<file path="src/rtl/pcu_csr_hazard_pkg.sv">
// Shared definitions for the PCU CSR/hazard slice.
// Contents: RV32I opcode constants, forward-select encoding, CSR addresses,
// and decode helpers (rd writer test, operand usage, forward-source pick).
package pcu_csr_hazard_pkg;

  localparam int XLEN = 32;

  localparam logic [6:0] OPC_LUI    = 7'b0110111;
  localparam logic [6:0] OPC_AUIPC  = 7'b0010111;
  localparam logic [6:0] OPC_JAL    = 7'b1101111;
  localparam logic [6:0] OPC_JALR   = 7'b1100111;
  localparam logic [6:0] OPC_BRANCH = 7'b1100011;
  localparam logic [6:0] OPC_LOAD   = 7'b0000011;
  localparam logic [6:0] OPC_STORE  = 7'b0100011;
  localparam logic [6:0] OPC_OP_IMM = 7'b0010011;
  localparam logic [6:0] OPC_OP     = 7'b0110011;
  localparam logic [6:0] OPC_SYSTEM = 7'b1110011;

  typedef enum logic [2:0] {
    FWD_RF  = 3'd0,
    FWD_MEM = 3'd1,
    FWD_WB  = 3'd2
  } fwd_sel_e;

  localparam logic [11:0] CSR_MTEVC  = 12'h305;
  localparam logic [11:0] CSR_MCAUSE = 12'h342;
  localparam logic [11:0] CSR_MEPC   = 12'h341;
  localparam logic [11:0] CSR_MTVAL  = 12'h343;
  localparam logic [11:0] CSR_MIPD   = 12'h100;
  localparam logic [11:0] CSR_BS     = 12'h000;

  // True when the instruction architecturally writes a non-zero rd.
  function automatic logic writes_rd(input logic [XLEN-1:0] ins);
    logic w_s;
    case (ins[6:0])
      OPC_LUI, OPC_AUIPC, OPC_JAL, OPC_JALR,
      OPC_LOAD, OPC_OP_IMM, OPC_OP: w_s = 1'b1;
      OPC_SYSTEM:                   w_s = (ins[14:12] != 3'd0);
      default:                      w_s = 1'b0;
    endcase
    return w_s && (ins[11:7] != 5'd0);
  endfunction

  // Register-sourced rs1 reads (CSR immediate forms take rs1 as a constant).
  function automatic logic reads_rs1(input logic [XLEN-1:0] ins);
    logic r_s;
    case (ins[6:0])
      OPC_OP, OPC_OP_IMM, OPC_LOAD, OPC_STORE,
      OPC_JALR, OPC_BRANCH: r_s = 1'b1;
      OPC_SYSTEM:           r_s = (ins[14:12] inside {3'd1, 3'd2, 3'd3});
      default:              r_s = 1'b0;
    endcase
    return r_s;
  endfunction

  function automatic logic reads_rs2(input logic [XLEN-1:0] ins);
    logic r_s;
    case (ins[6:0])
      OPC_OP, OPC_STORE, OPC_BRANCH: r_s = 1'b1;
      default:                       r_s = 1'b0;
    endcase
    return r_s;
  endfunction

  // Youngest producer wins; a load in MEM has no data yet, so it is skipped.
  function automatic fwd_sel_e fwd_pick(input logic [XLEN-1:0] mem_ins,
                                        input logic [XLEN-1:0] wb_ins,
                                        input logic [4:0]      rs);
    fwd_sel_e f_s;
    if (writes_rd(mem_ins) && (mem_ins[6:0] != OPC_LOAD) && (mem_ins[11:7] == rs)) begin
      f_s = FWD_MEM;
    end else if (writes_rd(wb_ins) && (wb_ins[11:7] == rs)) begin
      f_s = FWD_WB;
    end else begin
      f_s = FWD_RF;
    end
    return f_s;
  endfunction

endpackage

</file>
<file path="src/rtl/pcu_csr_hazard_if.sv">
// Bus bundle between the PCU/datapath and the CSR+hazard core.
// slave  : the core (consumes CSR next-values and pipeline words, drives
//          CSR contents, forward selects and pipeline enables).
// master : the PCU/datapath side.
interface pcu_csr_hazard_if;
  import pcu_csr_hazard_pkg::*;

  logic            csr_we;
  logic [XLEN-1:0] mtevc_din, mcause_din, mepc_din, mtval_din, mipd_din, bs_din;
  logic [XLEN-1:0] mtevc_dout, mcause_dout, mepc_dout, mtval_dout, mipd_dout, bs_dout;
  logic [11:0]     csr_debug_addr;
  logic [XLEN-1:0] csr_debug_dout;
  logic [XLEN-1:0] id_is, ex_is, mem_is, wb_is;
  logic [2:0]      npc_mux_sel;
  logic [2:0]      b_sr1_mux_sel_fh, b_sr2_mux_sel_fh;
  logic [2:0]      sr1_mux_sel_fh, sr2_mux_sel_fh;
  logic [2:0]      dm_sr2_mux_sel_fh, csr_mux_sel_fh;
  logic            pc_en, if_id_en, id_ex_clear;

  modport slave (
    input  csr_we, mtevc_din, mcause_din, mepc_din, mtval_din, mipd_din, bs_din,
    output mtevc_dout, mcause_dout, mepc_dout, mtval_dout, mipd_dout, bs_dout,
    input  csr_debug_addr,
    output csr_debug_dout,
    input  id_is, ex_is, mem_is, wb_is, npc_mux_sel,
    output b_sr1_mux_sel_fh, b_sr2_mux_sel_fh, sr1_mux_sel_fh, sr2_mux_sel_fh,
    output dm_sr2_mux_sel_fh, csr_mux_sel_fh, pc_en, if_id_en, id_ex_clear
  );

  modport master (
    output csr_we, mtevc_din, mcause_din, mepc_din, mtval_din, mipd_din, bs_din,
    input  mtevc_dout, mcause_dout, mepc_dout, mtval_dout, mipd_dout, bs_dout,
    output csr_debug_addr,
    input  csr_debug_dout,
    output id_is, ex_is, mem_is, wb_is, npc_mux_sel,
    input  b_sr1_mux_sel_fh, b_sr2_mux_sel_fh, sr1_mux_sel_fh, sr2_mux_sel_fh,
    input  dm_sr2_mux_sel_fh, csr_mux_sel_fh, pc_en, if_id_en, id_ex_clear
  );
endinterface

</file>
<file path="src/rtl/pcu_csr_hazard_csr_bank.sv">
// Six machine CSRs with a bulk write enable and a combinational debug read.
// Ports: csr_clk/rstn (sync active-low), csr_we, *_din next values,
// *_dout register contents, csr_debug_addr/csr_debug_dout debug read port.
module pcu_csr_hazard_csr_bank
  import pcu_csr_hazard_pkg::*;
(
  input  logic            csr_clk,
  input  logic            rstn,
  input  logic            csr_we,
  input  logic [XLEN-1:0] mtevc_din, mcause_din, mepc_din, mtval_din, mipd_din, bs_din,
  output logic [XLEN-1:0] mtevc_dout, mcause_dout, mepc_dout, mtval_dout, mipd_dout, bs_dout,
  input  logic [11:0]     csr_debug_addr,
  output logic [XLEN-1:0] csr_debug_dout
);

  logic [XLEN-1:0] mtevc_r, mcause_r, mepc_r, mtval_r, mipd_r, bs_r;
  logic [XLEN-1:0] debug_s;

  // CSR registers: clear on reset, load all on csr_we, otherwise hold.
  always_ff @(posedge csr_clk) begin
    if (!rstn) begin
      mtevc_r  <= {XLEN{1'b0}};
      mcause_r <= {XLEN{1'b0}};
      mepc_r   <= {XLEN{1'b0}};
      mtval_r  <= {XLEN{1'b0}};
      mipd_r   <= {XLEN{1'b0}};
      bs_r     <= {XLEN{1'b0}};
    end else if (csr_we) begin
      mtevc_r  <= mtevc_din;
      mcause_r <= mcause_din;
      mepc_r   <= mepc_din;
      mtval_r  <= mtval_din;
      mipd_r   <= mipd_din;
      bs_r     <= bs_din;
    end else begin
      mtevc_r  <= mtevc_r;
      mcause_r <= mcause_r;
      mepc_r   <= mepc_r;
      mtval_r  <= mtval_r;
      mipd_r   <= mipd_r;
      bs_r     <= bs_r;
    end
  end

  // Debug read mux; unmapped addresses return zero.
  always_comb begin
    debug_s = {XLEN{1'b0}};
    case (csr_debug_addr)
      CSR_MTEVC:  debug_s = mtevc_r;
      CSR_MCAUSE: debug_s = mcause_r;
      CSR_MEPC:   debug_s = mepc_r;
      CSR_MTVAL:  debug_s = mtval_r;
      CSR_MIPD:   debug_s = mipd_r;
      CSR_BS:     debug_s = bs_r;
      default:    debug_s = {XLEN{1'b0}};
    endcase
  end

  assign mtevc_dout     = mtevc_r;
  assign mcause_dout    = mcause_r;
  assign mepc_dout      = mepc_r;
  assign mtval_dout     = mtval_r;
  assign mipd_dout      = mipd_r;
  assign bs_dout        = bs_r;
  assign csr_debug_dout = debug_s;

endmodule

</file>
<file path="src/rtl/pcu_csr_hazard.sv">
// PCU storage and hazard core: CSR bank plus forwarding selects,
// load-use stall and control-flow flush.
// Ports: csr_clk, rstn (sync active-low, CSR bank only), bus (slave modport
// of pcu_csr_hazard_if carrying CSR, pipeline-word and hazard signals).
module pcu_csr_hazard
  import pcu_csr_hazard_pkg::*;
(
  input  logic            csr_clk,
  input  logic            rstn,
  pcu_csr_hazard_if.slave bus
);

  fwd_sel_e rs1_src_s, rs2_src_s;
  logic [6:0] ex_op_s;
  logic       ex_csr_reg_s;
  logic       load_use_s;
  logic       redirect_s;

  pcu_csr_hazard_csr_bank u_csr_bank (
    .csr_clk        (csr_clk),
    .rstn           (rstn),
    .csr_we         (bus.csr_we),
    .mtevc_din      (bus.mtevc_din),
    .mcause_din     (bus.mcause_din),
    .mepc_din       (bus.mepc_din),
    .mtval_din      (bus.mtval_din),
    .mipd_din       (bus.mipd_din),
    .bs_din         (bus.bs_din),
    .mtevc_dout     (bus.mtevc_dout),
    .mcause_dout    (bus.mcause_dout),
    .mepc_dout      (bus.mepc_dout),
    .mtval_dout     (bus.mtval_dout),
    .mipd_dout      (bus.mipd_dout),
    .bs_dout        (bus.bs_dout),
    .csr_debug_addr (bus.csr_debug_addr),
    .csr_debug_dout (bus.csr_debug_dout)
  );

  // Forward selects: locate the producer of each EX source, then gate by
  // whether the EX instruction really consumes that operand in that role.
  always_comb begin
    ex_op_s      = bus.ex_is[6:0];
    ex_csr_reg_s = (ex_op_s == OPC_SYSTEM) && (bus.ex_is[14:12] inside {3'd1, 3'd2, 3'd3});
    rs1_src_s    = fwd_pick(bus.mem_is, bus.wb_is, bus.ex_is[19:15]);
    rs2_src_s    = fwd_pick(bus.mem_is, bus.wb_is, bus.ex_is[24:20]);

    bus.sr1_mux_sel_fh    = FWD_RF;
    bus.sr2_mux_sel_fh    = FWD_RF;
    bus.b_sr1_mux_sel_fh  = FWD_RF;
    bus.b_sr2_mux_sel_fh  = FWD_RF;
    bus.dm_sr2_mux_sel_fh = FWD_RF;
    bus.csr_mux_sel_fh    = FWD_RF;

    if (ex_op_s inside {OPC_OP, OPC_OP_IMM, OPC_LOAD, OPC_STORE, OPC_JALR, OPC_BRANCH}) begin
      bus.sr1_mux_sel_fh = rs1_src_s;
    end else begin
      bus.sr1_mux_sel_fh = FWD_RF;
    end

    if (ex_op_s == OPC_OP) begin
      bus.sr2_mux_sel_fh = rs2_src_s;
    end else begin
      bus.sr2_mux_sel_fh = FWD_RF;
    end

    if (ex_op_s == OPC_BRANCH) begin
      bus.b_sr1_mux_sel_fh = rs1_src_s;
      bus.b_sr2_mux_sel_fh = rs2_src_s;
    end else begin
      bus.b_sr1_mux_sel_fh = FWD_RF;
      bus.b_sr2_mux_sel_fh = FWD_RF;
    end

    if (ex_op_s == OPC_STORE) begin
      bus.dm_sr2_mux_sel_fh = rs2_src_s;
    end else begin
      bus.dm_sr2_mux_sel_fh = FWD_RF;
    end

    if (ex_csr_reg_s) begin
      bus.csr_mux_sel_fh = rs1_src_s;
    end else begin
      bus.csr_mux_sel_fh = FWD_RF;
    end
  end

  // Pipeline control: a redirect flushes ID/EX and must keep fetching,
  // so it takes priority over the load-use bubble.
  always_comb begin
    redirect_s = (bus.npc_mux_sel != 3'b000);
    load_use_s = (bus.ex_is[6:0] == OPC_LOAD) && (bus.ex_is[11:7] != 5'd0) &&
                 ((reads_rs1(bus.id_is) && (bus.id_is[19:15] == bus.ex_is[11:7])) ||
                  (reads_rs2(bus.id_is) && (bus.id_is[24:20] == bus.ex_is[11:7])));
    bus.pc_en       = 1'b1;
    bus.if_id_en    = 1'b1;
    bus.id_ex_clear = 1'b0;
    if (redirect_s) begin
      bus.pc_en       = 1'b1;
      bus.if_id_en    = 1'b1;
      bus.id_ex_clear = 1'b1;
    end else if (load_use_s) begin
      bus.pc_en       = 1'b0;
      bus.if_id_en    = 1'b0;
      bus.id_ex_clear = 1'b1;
    end else begin
      bus.pc_en       = 1'b1;
      bus.if_id_en    = 1'b1;
      bus.id_ex_clear = 1'b0;
    end
  end

endmodule

</file>
<file path="src/flat_wrapper.sv">
// flat-port wrapper written by rule: the top's interface ports become plain ports
module pcu_csr_hazard_flat import pcu_csr_hazard_pkg::*;
  (csr_clk, rstn, bus_csr_we, bus_mtevc_din, bus_mcause_din, bus_mepc_din, bus_mtval_din, bus_mipd_din, bus_bs_din, bus_mtevc_dout, bus_mcause_dout, bus_mepc_dout, bus_mtval_dout, bus_mipd_dout, bus_bs_dout, bus_csr_debug_addr, bus_csr_debug_dout, bus_id_is, bus_ex_is, bus_mem_is, bus_wb_is, bus_npc_mux_sel, bus_b_sr1_mux_sel_fh, bus_b_sr2_mux_sel_fh, bus_sr1_mux_sel_fh, bus_sr2_mux_sel_fh, bus_dm_sr2_mux_sel_fh, bus_csr_mux_sel_fh, bus_pc_en, bus_if_id_en, bus_id_ex_clear);
  pcu_csr_hazard_if bus_i ();
  input  logic csr_clk;
  input  logic rstn;
  input wire logic [$bits(bus_i.csr_we)-1:0] bus_csr_we;
  input wire logic [$bits(bus_i.mtevc_din)-1:0] bus_mtevc_din;
  input wire logic [$bits(bus_i.mcause_din)-1:0] bus_mcause_din;
  input wire logic [$bits(bus_i.mepc_din)-1:0] bus_mepc_din;
  input wire logic [$bits(bus_i.mtval_din)-1:0] bus_mtval_din;
  input wire logic [$bits(bus_i.mipd_din)-1:0] bus_mipd_din;
  input wire logic [$bits(bus_i.bs_din)-1:0] bus_bs_din;
  output wire logic [$bits(bus_i.mtevc_dout)-1:0] bus_mtevc_dout;
  output wire logic [$bits(bus_i.mcause_dout)-1:0] bus_mcause_dout;
  output wire logic [$bits(bus_i.mepc_dout)-1:0] bus_mepc_dout;
  output wire logic [$bits(bus_i.mtval_dout)-1:0] bus_mtval_dout;
  output wire logic [$bits(bus_i.mipd_dout)-1:0] bus_mipd_dout;
  output wire logic [$bits(bus_i.bs_dout)-1:0] bus_bs_dout;
  input wire logic [$bits(bus_i.csr_debug_addr)-1:0] bus_csr_debug_addr;
  output wire logic [$bits(bus_i.csr_debug_dout)-1:0] bus_csr_debug_dout;
  input wire logic [$bits(bus_i.id_is)-1:0] bus_id_is;
  input wire logic [$bits(bus_i.ex_is)-1:0] bus_ex_is;
  input wire logic [$bits(bus_i.mem_is)-1:0] bus_mem_is;
  input wire logic [$bits(bus_i.wb_is)-1:0] bus_wb_is;
  input wire logic [$bits(bus_i.npc_mux_sel)-1:0] bus_npc_mux_sel;
  output wire logic [$bits(bus_i.b_sr1_mux_sel_fh)-1:0] bus_b_sr1_mux_sel_fh;
  output wire logic [$bits(bus_i.b_sr2_mux_sel_fh)-1:0] bus_b_sr2_mux_sel_fh;
  output wire logic [$bits(bus_i.sr1_mux_sel_fh)-1:0] bus_sr1_mux_sel_fh;
  output wire logic [$bits(bus_i.sr2_mux_sel_fh)-1:0] bus_sr2_mux_sel_fh;
  output wire logic [$bits(bus_i.dm_sr2_mux_sel_fh)-1:0] bus_dm_sr2_mux_sel_fh;
  output wire logic [$bits(bus_i.csr_mux_sel_fh)-1:0] bus_csr_mux_sel_fh;
  output wire logic [$bits(bus_i.pc_en)-1:0] bus_pc_en;
  output wire logic [$bits(bus_i.if_id_en)-1:0] bus_if_id_en;
  output wire logic [$bits(bus_i.id_ex_clear)-1:0] bus_id_ex_clear;
  assign bus_i.csr_we = bus_csr_we;
  assign bus_i.mtevc_din = bus_mtevc_din;
  assign bus_i.mcause_din = bus_mcause_din;
  assign bus_i.mepc_din = bus_mepc_din;
  assign bus_i.mtval_din = bus_mtval_din;
  assign bus_i.mipd_din = bus_mipd_din;
  assign bus_i.bs_din = bus_bs_din;
  assign bus_mtevc_dout = bus_i.mtevc_dout;
  assign bus_mcause_dout = bus_i.mcause_dout;
  assign bus_mepc_dout = bus_i.mepc_dout;
  assign bus_mtval_dout = bus_i.mtval_dout;
  assign bus_mipd_dout = bus_i.mipd_dout;
  assign bus_bs_dout = bus_i.bs_dout;
  assign bus_i.csr_debug_addr = bus_csr_debug_addr;
  assign bus_csr_debug_dout = bus_i.csr_debug_dout;
  assign bus_i.id_is = bus_id_is;
  assign bus_i.ex_is = bus_ex_is;
  assign bus_i.mem_is = bus_mem_is;
  assign bus_i.wb_is = bus_wb_is;
  assign bus_i.npc_mux_sel = bus_npc_mux_sel;
  assign bus_b_sr1_mux_sel_fh = bus_i.b_sr1_mux_sel_fh;
  assign bus_b_sr2_mux_sel_fh = bus_i.b_sr2_mux_sel_fh;
  assign bus_sr1_mux_sel_fh = bus_i.sr1_mux_sel_fh;
  assign bus_sr2_mux_sel_fh = bus_i.sr2_mux_sel_fh;
  assign bus_dm_sr2_mux_sel_fh = bus_i.dm_sr2_mux_sel_fh;
  assign bus_csr_mux_sel_fh = bus_i.csr_mux_sel_fh;
  assign bus_pc_en = bus_i.pc_en;
  assign bus_if_id_en = bus_i.if_id_en;
  assign bus_id_ex_clear = bus_i.id_ex_clear;
  pcu_csr_hazard u_core (.csr_clk(csr_clk), .rstn(rstn), .bus(bus_i));
endmodule
</file>
<file path="config.mk">
export PLATFORM = sky130hd
export DESIGN_NAME = pcu_csr_hazard_flat
export DESIGN_NICKNAME = d
export VERILOG_FILES = /design/src/rtl/pcu_csr_hazard_pkg.sv /design/src/rtl/pcu_csr_hazard_if.sv /design/src/rtl/pcu_csr_hazard_csr_bank.sv /design/src/rtl/pcu_csr_hazard.sv /design/src/flat_wrapper.sv
export SDC_FILE = /design/constraint.sdc
export NUM_CORES = 1
export LEC_CHECK = 0
export BUFFER_PORTS_ARGS = -buffer_cell sky130_fd_sc_hd__buf_2
export CAP_MARGIN = 25
export CORE_AREA = 2 2 225 227
export CTS_CLUSTER_SIZE = 40
export DETAILED_ROUTE_END_ITERATION = 7
export DIE_AREA = 0 0 227 229
export GPL_ROUTABILITY_DRIVEN = 0
export PLACE_DENSITY = 0.45
export SLEW_MARGIN = 15
export SYNTH_ARGS = -nofsm -noshare
export SYNTH_HDL_FRONTEND = slang
export SYNTH_SLANG_ARGS = --single-unit
</file>
<file path="constraint.sdc">
create_clock -name csr_clk -period 4.13 [get_ports csr_clk]
set_input_delay 1.239 -clock csr_clk [delete_from_list [all_inputs] [get_ports csr_clk]]
set_output_delay 1.239 -clock csr_clk [all_outputs]
set_load 0.1 [all_outputs]
</file>
==> reports/qor.yml, run 1 <==
intPower_uw: 3165
cpPeakStageDelay_ps: 580
p_comb_share_pct: 30.1
crit_buf_inv: 4
die_w_um: 227
portBuffers: 523
cpMostUsedCell: "buf_12"
seqPwrFrac_pct: 39.0
fp-row-count: 82
fp.dieH_um: 229
min_from: "u_core.u_csr_bank.mtevc_dout[28]"
grtUsageTotal_pct: 16.58
clkPwrFrac_pct: 30.9
layout.cells.non_filler: 2148
cts_sinks: 192
p_switching_uw: 2127
crit_chain: "buf_6 -> or4_4 -> or3_4 -> buf_12 -> buf_4 -> o221ai_4 -> buf_12"
clk_root_buffer_cell: "clkbuf_16"
power_density_nw_per_um2: 346.8
drc: 0
yosys_warnings: 0
crit_required_ps: 2890
grt-ovfl-total: 0
path_clk_slew_ps: 70
hold_path_class: "reg -> reg"
fin_crit_sh_pct: 104.7
grt_pass1_wl_mm: 62.00
cp-end-kind: "output port"
core_area_sq_um: 49660
min_path_cells: 2
timing.rr.start: "u_core.u_csr_bank.mipd_dout[5]"
syn_area_sq_um: 9403
synth_cell_types: 45
drv_cap: 0
swShare_pct: 40.19
hold_violations: 0
final_antenna_net_count: 0
failed_checks: "negative setup slack"
cts_max_level: 4
critPathKind: "in -> out"
min_to: "u_core.u_csr_bank.mtevc_dout[28]"
worstSkewPairLatency_ps: 490
dieArea_sq_um: 51980
cts_inserted_buffers: 17
worst_pin_slew_ps: 794.7
ios: 583
r2r_slack_ps: 3360
syn-instance-count: 924
crit_slowest_cell: "or4_4"
grt_setup_unrepaired: "true"
vias_per_cell: 4.230
startpoint_type: "input pin"
grt_pass1_vias: 9485
nFillCells: 5265
drt_wl_total_mm: 44.08
slew_viol_final: 0
grt_max_degree: 104
status: "finished with violations"
clock_path_buffers: 2
r2r_cells: 2
finalCriticalPeriod_ps: 4323
synth_edf_count: 0
ys_ff_latch: 192
crit_fanout: 17
hold_slack_ps: 535.6
wl_per_cell_um: 20.52
antenna_found_initial: 12
skew_ps: 0
max_freq_ghz: 0.2313
dp_cells: 2101
synth_flop_cell: "dfxtp_1"
detail_route.first_pass.iterations: 4
cts_tree: "done"
num_vias: 9085
ir_worst_vdd_uv: 251.4
maxSlewHeadroom_pct: 46.63
syn_to_final_growth_pct: 62.28
async_reset_ff_share_pct: 0
p_leak_uw: 0.007093
fin_nets: 1797
cp.arrival_ps: 3080
worst_slack_ps: -193.2
critical_path.top_delay_family: "simple AND/OR/NAND/NOR gates"
drive_above_1_share_pct: 47.79
setup_violations: 32
place_hpwl_mm: 34.21
dr.first_iter.drc_count: 243
syn_avg_cell_area_sq_um: 10.18
yosysSeqAreaShare_pct: 40.88
initial_core_util_pct: 18.94
r2r_end: "u_core.u_csr_bank.mipd_dout[5]"
[cell families after synthesis]
kind of cell | share of synthesized area, %
DFF | 40.88
and+or+nand+nor | 18.64
AOI/OAI and AO/OA | 8.343
muxes | 25.40
xor gates and xnor gates | 2.888
buffers and inverters | 3.806
other | 0.03988
[tightest hold or removal path: cells and delay by family, from the launching register on]
| family | cells | cell delay, ps |
|---|---|---|
| multiplexers | 1 | 120 |
| flip-flops | 1 | 320 |
| AND/OR/NAND/NOR | 1 | 50 |
[through the flow]
| stage | setup TNS (ps) | setup slack [ps] | util [%] | power [uW] | cell area (sq um) |
|---|---|---|---|---|---|
| finish | -3713 | -193.2 | 30.73 | 5292 | 15260 |
| global route | -5382 | -219.8 | 30.73 | 5523 | 15260 |
| CTS | -3606 | -185.3 | 30.55 | 5396 | 15170 |
| detailed placement | -8995 | -332.4 | 28.95 | 3705 | 14380 |
| global placement | -8706 | -338.7 | 28.95 | 3697 | 14380 |
| floorplan | -6442 | -413.1 | - | 3270 | 10030 |
[state kept, by name (all words and copies together), names as in the netlist]
register	flops
u_core.u_csr_bank.bs_dout	32
u_core.u_csr_bank.mcause_dout	32
u_core.u_csr_bank.mepc_dout	32
u_core.u_csr_bank.mipd_dout	32
u_core.u_csr_bank.mtevc_dout	32
u_core.u_csr_bank.mtval_dout	32
[synth_stat cells (2+ instances only)]
master	instances	area [sq um]
a2111oi_0	8	70.07
a211oi_1	3	22.52
a221o_1	18	180.2
a22oi_1	29	217.7
a2bb2oi_1	5	43.79
and2_1	2	12.51
and4_1	2	17.52
buf_1	17	63.81
buf_4	7	52.55
buf_6	4	45.04
clkbuf_1	47	176.4
dfxtp_1	192	3844
inv_1	4	15.01
mux2_2	13	146.4
mux2i_1	224	2242
nand2_1	18	67.56
nand2b_1	2	12.51
nand3_1	15	75.07
nand3b_1	4	30.03
nand4_1	4	25.02
nand4bb_1	4	45.04
nor2_1	8	30.03
nor2b_1	196	1226
nor3_1	12	60.06
nor4_1	5	31.28
nor4b_1	2	17.52
o21ai_0	2	10.01
o221ai_1	10	87.58
o22ai_1	18	112.6
or3_1	2	12.51
or4_1	4	30.03
xnor2_1	10	87.58
xor2_1	21	183.9
[final cells by class]
| type | count | area (sq um) | share of cell area [%] |
|---|---|---|---|
| clock inverter | 9 | 77.57 | 0.5084 |
| tap | 672 | 840.8 | 5.510 |
| timing repair buffer | 587 | 4091 | 26.81 |
| clock buffer | 20 | 456.7 | 2.993 |
| sequential | 192 | 3844 | 25.19 |
| multi-input combinational | 657 | 5916 | 38.77 |
| antenna | 7 | 17.52 | 0.1148 |
| inverter | 4 | 15.01 | 0.09840 |
[cell usage in the layout (no fill, tap or decap), types with 3 or more instances in the layout]
cell       Yosys  routed
xor2_1        21      21
a221o_4        0       7
o221ai_4       0       9
nor3_4         0       6
buf_12         0      62
mux2_2        13      13
nand2_1       18      16
diode_2        0       7
nand3b_1       4       4
nor4_4         1       3
buf_6          4       8
o22ai_1       18      10
nor2_1         8       7
a22oi_1       29      29
conb_1         1       6
inv_1          4       4
nand3_1       15      11
nor3_1        12       5
nor4_1         5       4
a2111oi_4      0       6
buf_2          1     473
dfxtp_1      192     192
clkbuf_16      0      19
nand3_4        0       4
a2bb2oi_2      0       4
a221o_2        0      11
nor2b_1      196     194
mux2i_1      224     224
nand4_1        4       4
buf_4          7      40
o22ai_2        0       6
inv_6          0       3
or4_1          4       3
a211oi_1       3       3
xnor2_1       10      10
[power groups by stage]
stage / Clock, uW / Sequential [uW] / Combinational [uW]
floorplan: 0 / 2870 / 398
global placement: 0 / 2100 / 1590
detailed placement: 0 / 2110 / 1600
CTS: 1730 / 2070 / 1600
global route: 1780 / 2080 / 1660
finish: 1640 / 2060 / 1590
[worst max path at each step]
stage / startpoint / endpoint / depth (start not counted)
2_1_floorplan: bus_mem_is[2] / bus_b_sr2_mux_sel_fh[1] / 4
3_3_place_gp: bus_csr_debug_addr[5] / bus_csr_debug_dout[17] / 7
3_5_place_dp: bus_csr_debug_addr[5] / bus_csr_debug_dout[17] / 7
4_1_cts: bus_csr_debug_addr[5] / bus_csr_debug_dout[21] / 7
5_1_grt: bus_csr_debug_addr[5] / bus_csr_debug_dout[21] / 7
6_report: bus_csr_debug_addr[5] / bus_csr_debug_dout[21] / 7
[per-layer routing]
layer,share of wire [%],up-vias,wire (um),GRT usage (%)
met4,3.0,4,1319,6.577
li1,-,4364,-,-
met1,41,4274,17860,18.71
met5,0.048,-,21,0
met2,48,382,21300,28.32
met3,8.1,61,3578,5.876
[timing repair]
action,in CTS,in global routing
setup endpoints to repair,34,37
hold buffers,0,0
resized for setup,31,4
gates cloned,1,2
buffers inserted,8,0
pin swaps,3,3
(Power assumes the default switching activity.)
==> run 2: changes to the inputs <==
==> constraint.sdc (replaced) <==
create_clock -name csr_clk -period 4.13 [get_ports csr_clk]
set_input_delay 0.413 -clock csr_clk [delete_from_list [all_inputs] [get_ports csr_clk]]
set_output_delay 0.413 -clock csr_clk [all_outputs]
set_load 0.1 [all_outputs]
==> run 2 against run 1 <==
  * The flow now finishes without violations
  * Combinational power barely moved
  * Global-route usage about the same
  * Register-to-register slack got worse by 60 ps
  * Sequential power hardly changed
  * Clock skew stayed put
  * Critical path type unchanged
  * Critical endpoint is now bus_dm_sr2_mux_sel_fh[1]
  * Highest routed layer unchanged
==> reports/qor.yml, run 2 (same netlist as run 1, synthesis figures left out) <==
status: "complete, no violations"
crit_chain: "buf_2 -> or4_1 -> a31oi_1 -> nor4_1 -> a2111oi_1 -> buf_2"
grt_setup_unrepaired: "false"
worstSkewPairLatency_ps: 490  # about the same
dieArea_sq_um: 51980  # unchanged
grt-ovfl-total: 0  # unchanged
grt_pass1_wl_mm: 61.31  # -1.1%
fin_crit_sh_pct: 78.46  # -26 points
drv_cap: 0  # unchanged
hold_violations: 0  # unchanged
fp.dieH_um: 229  # unchanged
dr.first_iter.drc_count: 318  # +31%
cts_inserted_buffers: 17  # unchanged
syn_to_final_growth_pct: 47.28
worstSetupStartpoint: "bus_mem_is[2]"
slew_viol_final: 0  # unchanged
cp.arrival_ps: 2830  # -250 ps
path_clk_slew_ps: 80  # about the same
grt.met1_usage_pct: 19.79  # +1.1 points
cts_sinks: 192  # unchanged
grt_use_met3_pct: 5.042  # -0.83 points
fp-row-count: 82  # unchanged
crit_slowest_cell: "a2111oi_1"
finalCriticalPeriod_ps: 3241  # -1083 ps
ios: 583  # unchanged
critPathKind: "in -> out"
min_from: "bus_mtevc_din[23]"
busiest_layer: "met2"
drc: 0  # unchanged
worst_pin_slew_ps: 933.2  # +138.5 ps
cp-end-kind: "output port"
maxSlewHeadroom_pct: 37.63  # -9.0 points
startpoint_type: "input pin"
num_vias: 8786  # -3.3%
p_leak_uw: 0.006535  # -7.9%
postCtsSetupBuffers: 0  # -8
detail_route.first_pass.iterations: 4  # unchanged
hold_path_class: "in -> reg"
skew_ps: 0  # unchanged
place_hpwl_mm: 34.81  # +1.8%
cpMostUsedCell: "buf_2"
hold_slack_ps: 168.2  # -367.4 ps
p_total_uw: 5431  # +2.6%
final_cell_mix: "490 x buf_2, 224 x mux2i_1, 194 x nor2b_1, 192 x dfxtp_1, 35 x buf_12"
power_density_nw_per_um2: 392.2  # +13%
wl_per_cell_um: 21.17  # +3.2%
grt_max_degree: 120  # +15%
ctsHoldBuffers: 0  # unchanged
layout_commonest_cell: "buf_2"
initial_core_util_pct: 18.94  # unchanged
max_freq_ghz: 0.3086  # +33%
cts_max_level: 4  # unchanged
grt_pass1_vias: 8938  # -5.8%
fin_nets: 1749  # -2.7%
cts-resized-gates: 0  # -100%
drt_wl_total_mm: 44.43  # +0.80%
cpPeakStageDelay_ps: 830  # +250 ps
timing.rr.start: "u_core.u_csr_bank.mepc_dout[30]"
drive_above_1_share_pct: 41.50  # -6.3 points
crit_fanout: 6  # -11
vias_per_cell: 4.186  # -1.0%
die_w_um: 227  # unchanged
clock_path_buffers: 2  # unchanged
cts_tree: "done"
met2_usage_pct: 27.72  # -0.59 points
grtUsageTotal_pct: 16.63  # +0.050 points
setup_violations: 0  # -100%
clk_root_buffer_cell: "clkbuf_16"
crit_required_ps: 3720  # +830 ps
core_area_sq_um: 49660  # unchanged
portBuffers: 523  # unchanged
ir_worst_vdd_uv: 274.8  # +9.3%
final_antenna_net_count: 0  # unchanged
antenna_found_initial: 7  # -5
[run 2: area by class of cell]
| type | count | area, sq um |
|---|---|---|
| diodes | 3 | 7.507 |
| clock buffers | 21 | 470.5 |
| clock inverters | 11 | 148.9 |
| fillers | 5373 | 35810 |
| inverters | 4 | 15.01 |
| multi-input cells | 657 | 5256 |
| flip-flops and latches | 192 | 3844 |
| well taps | 672 | 840.8 |
| repair buffers | 539 | 3266 |
[run 2: power breakdown]
group | total (uW) | internal, uW | leakage (uW) | switching [uW]
clock network | 1810 | 958 | 0.000297 | 850
registers | 2060 | 1960 | 0.00159 | 101
logic | 1560 | 374 | 0.00465 | 1190
[run 2: worst max-delay path: cells and delay by family]
| family | cells | cell delay (ps) |
|---|---|---|
| and+or+nand+nor | 2 | 660 |
| AOI/OAI and AO/OA | 2 | 1050 |
| buffers and inverters | 2 | 690 |
[run 2: final timing paths]
check	slack, ps	cells after the start	to
hold reg to reg	540	2	u_core.u_csr_bank.mtevc_dout[24]
setup / recovery	890	6	bus_dm_sr2_mux_sel_fh[1]
hold / removal	170	3	u_core.u_csr_bank.mtevc_dout[23]
setup reg to reg	3300	2	u_core.u_csr_bank.mepc_dout[30]
[run 2: layer usage]
| layer | routed length [um] | vias up |
|---|---|---|
| met4 | 1321 | 4 |
| met2 | 20880 | 372 |
| li1 | - | 4267 |
| met1 | 18840 | 4088 |
| met5 | 26 | - |
| met3 | 3361 | 55 |
[run 2: per-stage QoR]
| stage | instances | setup WS [ps] | setup TNS (ps) | utilization [%] | instance area (sq um) |
|---|---|---|---|---|---|
| finish | 2099 | 889.5 | 0 | 27.89 | 13850 |
| global route | 2099 | 771.6 | 0 | 27.89 | 13850 |
| CTS | 2096 | 858.5 | 0 | 27.87 | 13840 |
| detailed placement | 2064 | 866.3 | 0 | 26.63 | 13220 |
| global placement | 2064 | 909.9 | 0 | 26.63 | 13220 |
| floorplan | 929 | -817.1 | -4903 | - | 9429 |
==> run 3: changes to the inputs <==
==> constraint.sdc (replaced) <==
create_clock -name csr_clk -period 3.3 [get_ports csr_clk]
set_input_delay 0.33 -clock csr_clk [delete_from_list [all_inputs] [get_ports csr_clk]]
set_output_delay 0.33 -clock csr_clk [all_outputs]
set_load 0.1 [all_outputs]
==> run 3 against run 2 <==
  * First-iteration DRC count down 13%
  * Setup slack worse by 550 ps
  * Final cell count up 0.52%
  * Register-to-register slack lost 830 ps
  * Critical path depth increased by 1
  * Critical endpoint is now bus_csr_debug_dout[20]
==> reports/qor.yml, run 3 (same netlist as run 1, synthesis figures left out) <==
status: "complete, no violations"
vias_per_cell: 4.209  # +0.55%
crit_required_ps: 2970  # -750 ps
syn_to_final_growth_pct: 49.93
layout.cells.non_filler: 2110  # +0.52%
power_density_nw_per_um2: 479.0  # +22%
crit_slowest_cell: "or3_2"
maxSlewHeadroom_pct: 33.12  # -4.5 points
clk_root_buffer_cell: "clkbuf_16"
grt-ovfl-total: 0  # unchanged
fin_util_pct: 28.39  # +0.50 points
fin_crit_sh_pct: 89.69
portBuffers: 523  # unchanged
timing.rr.start: "u_core.u_csr_bank.mtevc_dout[0]"
fin_nets: 1759  # +0.57%
detail_route.first_pass.iterations: 7  # +3
setup_violations: 0  # unchanged
drive_above_1_share_pct: 43.10  # +1.6 points
dieArea_sq_um: 51980  # unchanged
grtUsageTotal_pct: 15.93  # -0.70 points
worstSkewPairLatency_ps: 490  # about the same
drv_cap: 0  # unchanged
ctsHoldBuffers: 0  # unchanged
ios: 583  # unchanged
die_w_um: 227  # unchanged
initial_core_util_pct: 18.94  # unchanged
grt_max_degree: 96  # -20%
path_clk_slew_ps: 80  # about the same
startpoint_type: "input pin"
cp-end-kind: "output port"
cpPeakStageDelay_ps: 730  # -100 ps
core_area_sq_um: 49660  # unchanged
skew_ps: 0  # unchanged
grt_pass1_wl_mm: 59.32  # -3.2%
cts_max_level: 4  # unchanged
hold_path_class: "in -> reg"
num_vias: 8881  # +1.1%
ir_worst_vdd_uv: 384.6  # +40%
grt_pass1_vias: 8877  # -0.68%
antenna_found_initial: 7  # unchanged
wl_per_cell_um: 20.26  # -4.3%
hold_violations: 0  # unchanged
critPathKind: "in -> out"
crit_fanout: 11  # +5
drt_wl_total_mm: 42.74  # -3.8%
final_cell_mix: "488 x buf_2, 224 x mux2i_1, 194 x nor2b_1, 192 x dfxtp_1, 40 x buf_12"
layout_commonest_cell: "buf_2"
cts_tree: "done"
min_from: "bus_mepc_din[28]"
max_freq_ghz: 0.3379
dp_cells: 2074  # +0.48%
p_total_uw: 6753  # +24%
fp-row-count: 82  # unchanged
dr.first_iter.drc_count: 278  # -13%
cts_inserted_buffers: 17  # unchanged
drc: 0  # unchanged
crit_chain: "buf_2 -> or4_4 -> or3_2 -> buf_4 -> o22ai_1 -> a221o_1 -> buf_12"
fp.dieH_um: 229  # unchanged
final_antenna_net_count: 0  # unchanged
place_hpwl_mm: 33.39  # -4.1%
slew_viol_final: 0  # unchanged
postCtsSetupBuffers: 0  # unchanged
worst_pin_slew_ps: 995.0  # +61.82 ps
grt_setup_unrepaired: "false"
clock_path_buffers: 2  # unchanged
worstSetupStartpoint: "bus_csr_debug_addr[5]"
p_leak_uw: 0.006622  # +1.3%
cp.arrival_ps: 2630  # -200 ps
finalCriticalPeriod_ps: 2960
cts_sinks: 192  # unchanged
cts-resized-gates: 0  # unchanged
[run 3: layout make-up]
class | count | area [sq um]
clock inverter | 12 | 143.9
multi-input combinational | 657 | 5379
inverter | 4 | 15.01
timing repair buffer | 549 | 3408
fill | 5372 | 35560
antenna | 4 | 10.01
clock buffer | 20 | 456.7
sequential | 192 | 3844
tap | 672 | 840.8
[run 3: worst paths after layout]
check | cells after the start | slack [ps] | endpoint
hold / removal | 3 | 90 | u_core.u_csr_bank.mepc_dout[28]
setup / recovery | 7 | 340 | bus_csr_debug_dout[20]
hold reg to reg | 2 | 530 | u_core.u_csr_bank.mepc_dout[12]
setup reg to reg | 2 | 2470 | u_core.u_csr_bank.mtevc_dout[0]
[run 3: critical path: cells and delay by family]
family          cells  cell delay, ps
compound gates      2             370
simple gates        2            1360
buf+inv             3             550
[run 3: report_power, final]
part	internal, uW	switching (uW)
sequential	2460	127
combinational	479	1470
clock	1170	1040
total	4110	2640
[run 3: layer usage]
metal / GRT usage (%) / vias up / wire [um]
met4: 5.270 / 6 / 832
met5: 0 / - / 34
li1: - / 4298 / -
met3: 5.581 / 41 / 4028
met1: 18.28 / 4151 / 17350
met2: 27.38 / 385 / 20500
[run 3: through the flow]
stage	worst slack, ps	setup TNS [ps]	hold WS, ps	instance area, sq um
4_1_cts	283.2	0	40.83	14090
5_1_grt	255.7	0	75.23	14090
2_1_floorplan	-201.0	-1987	499.6	9528
6_report	340.4	0	89.68	14100
3_3_place_gp	310.9	0	514.9	13490
3_5_place_dp	284.9	0	525.9	13490
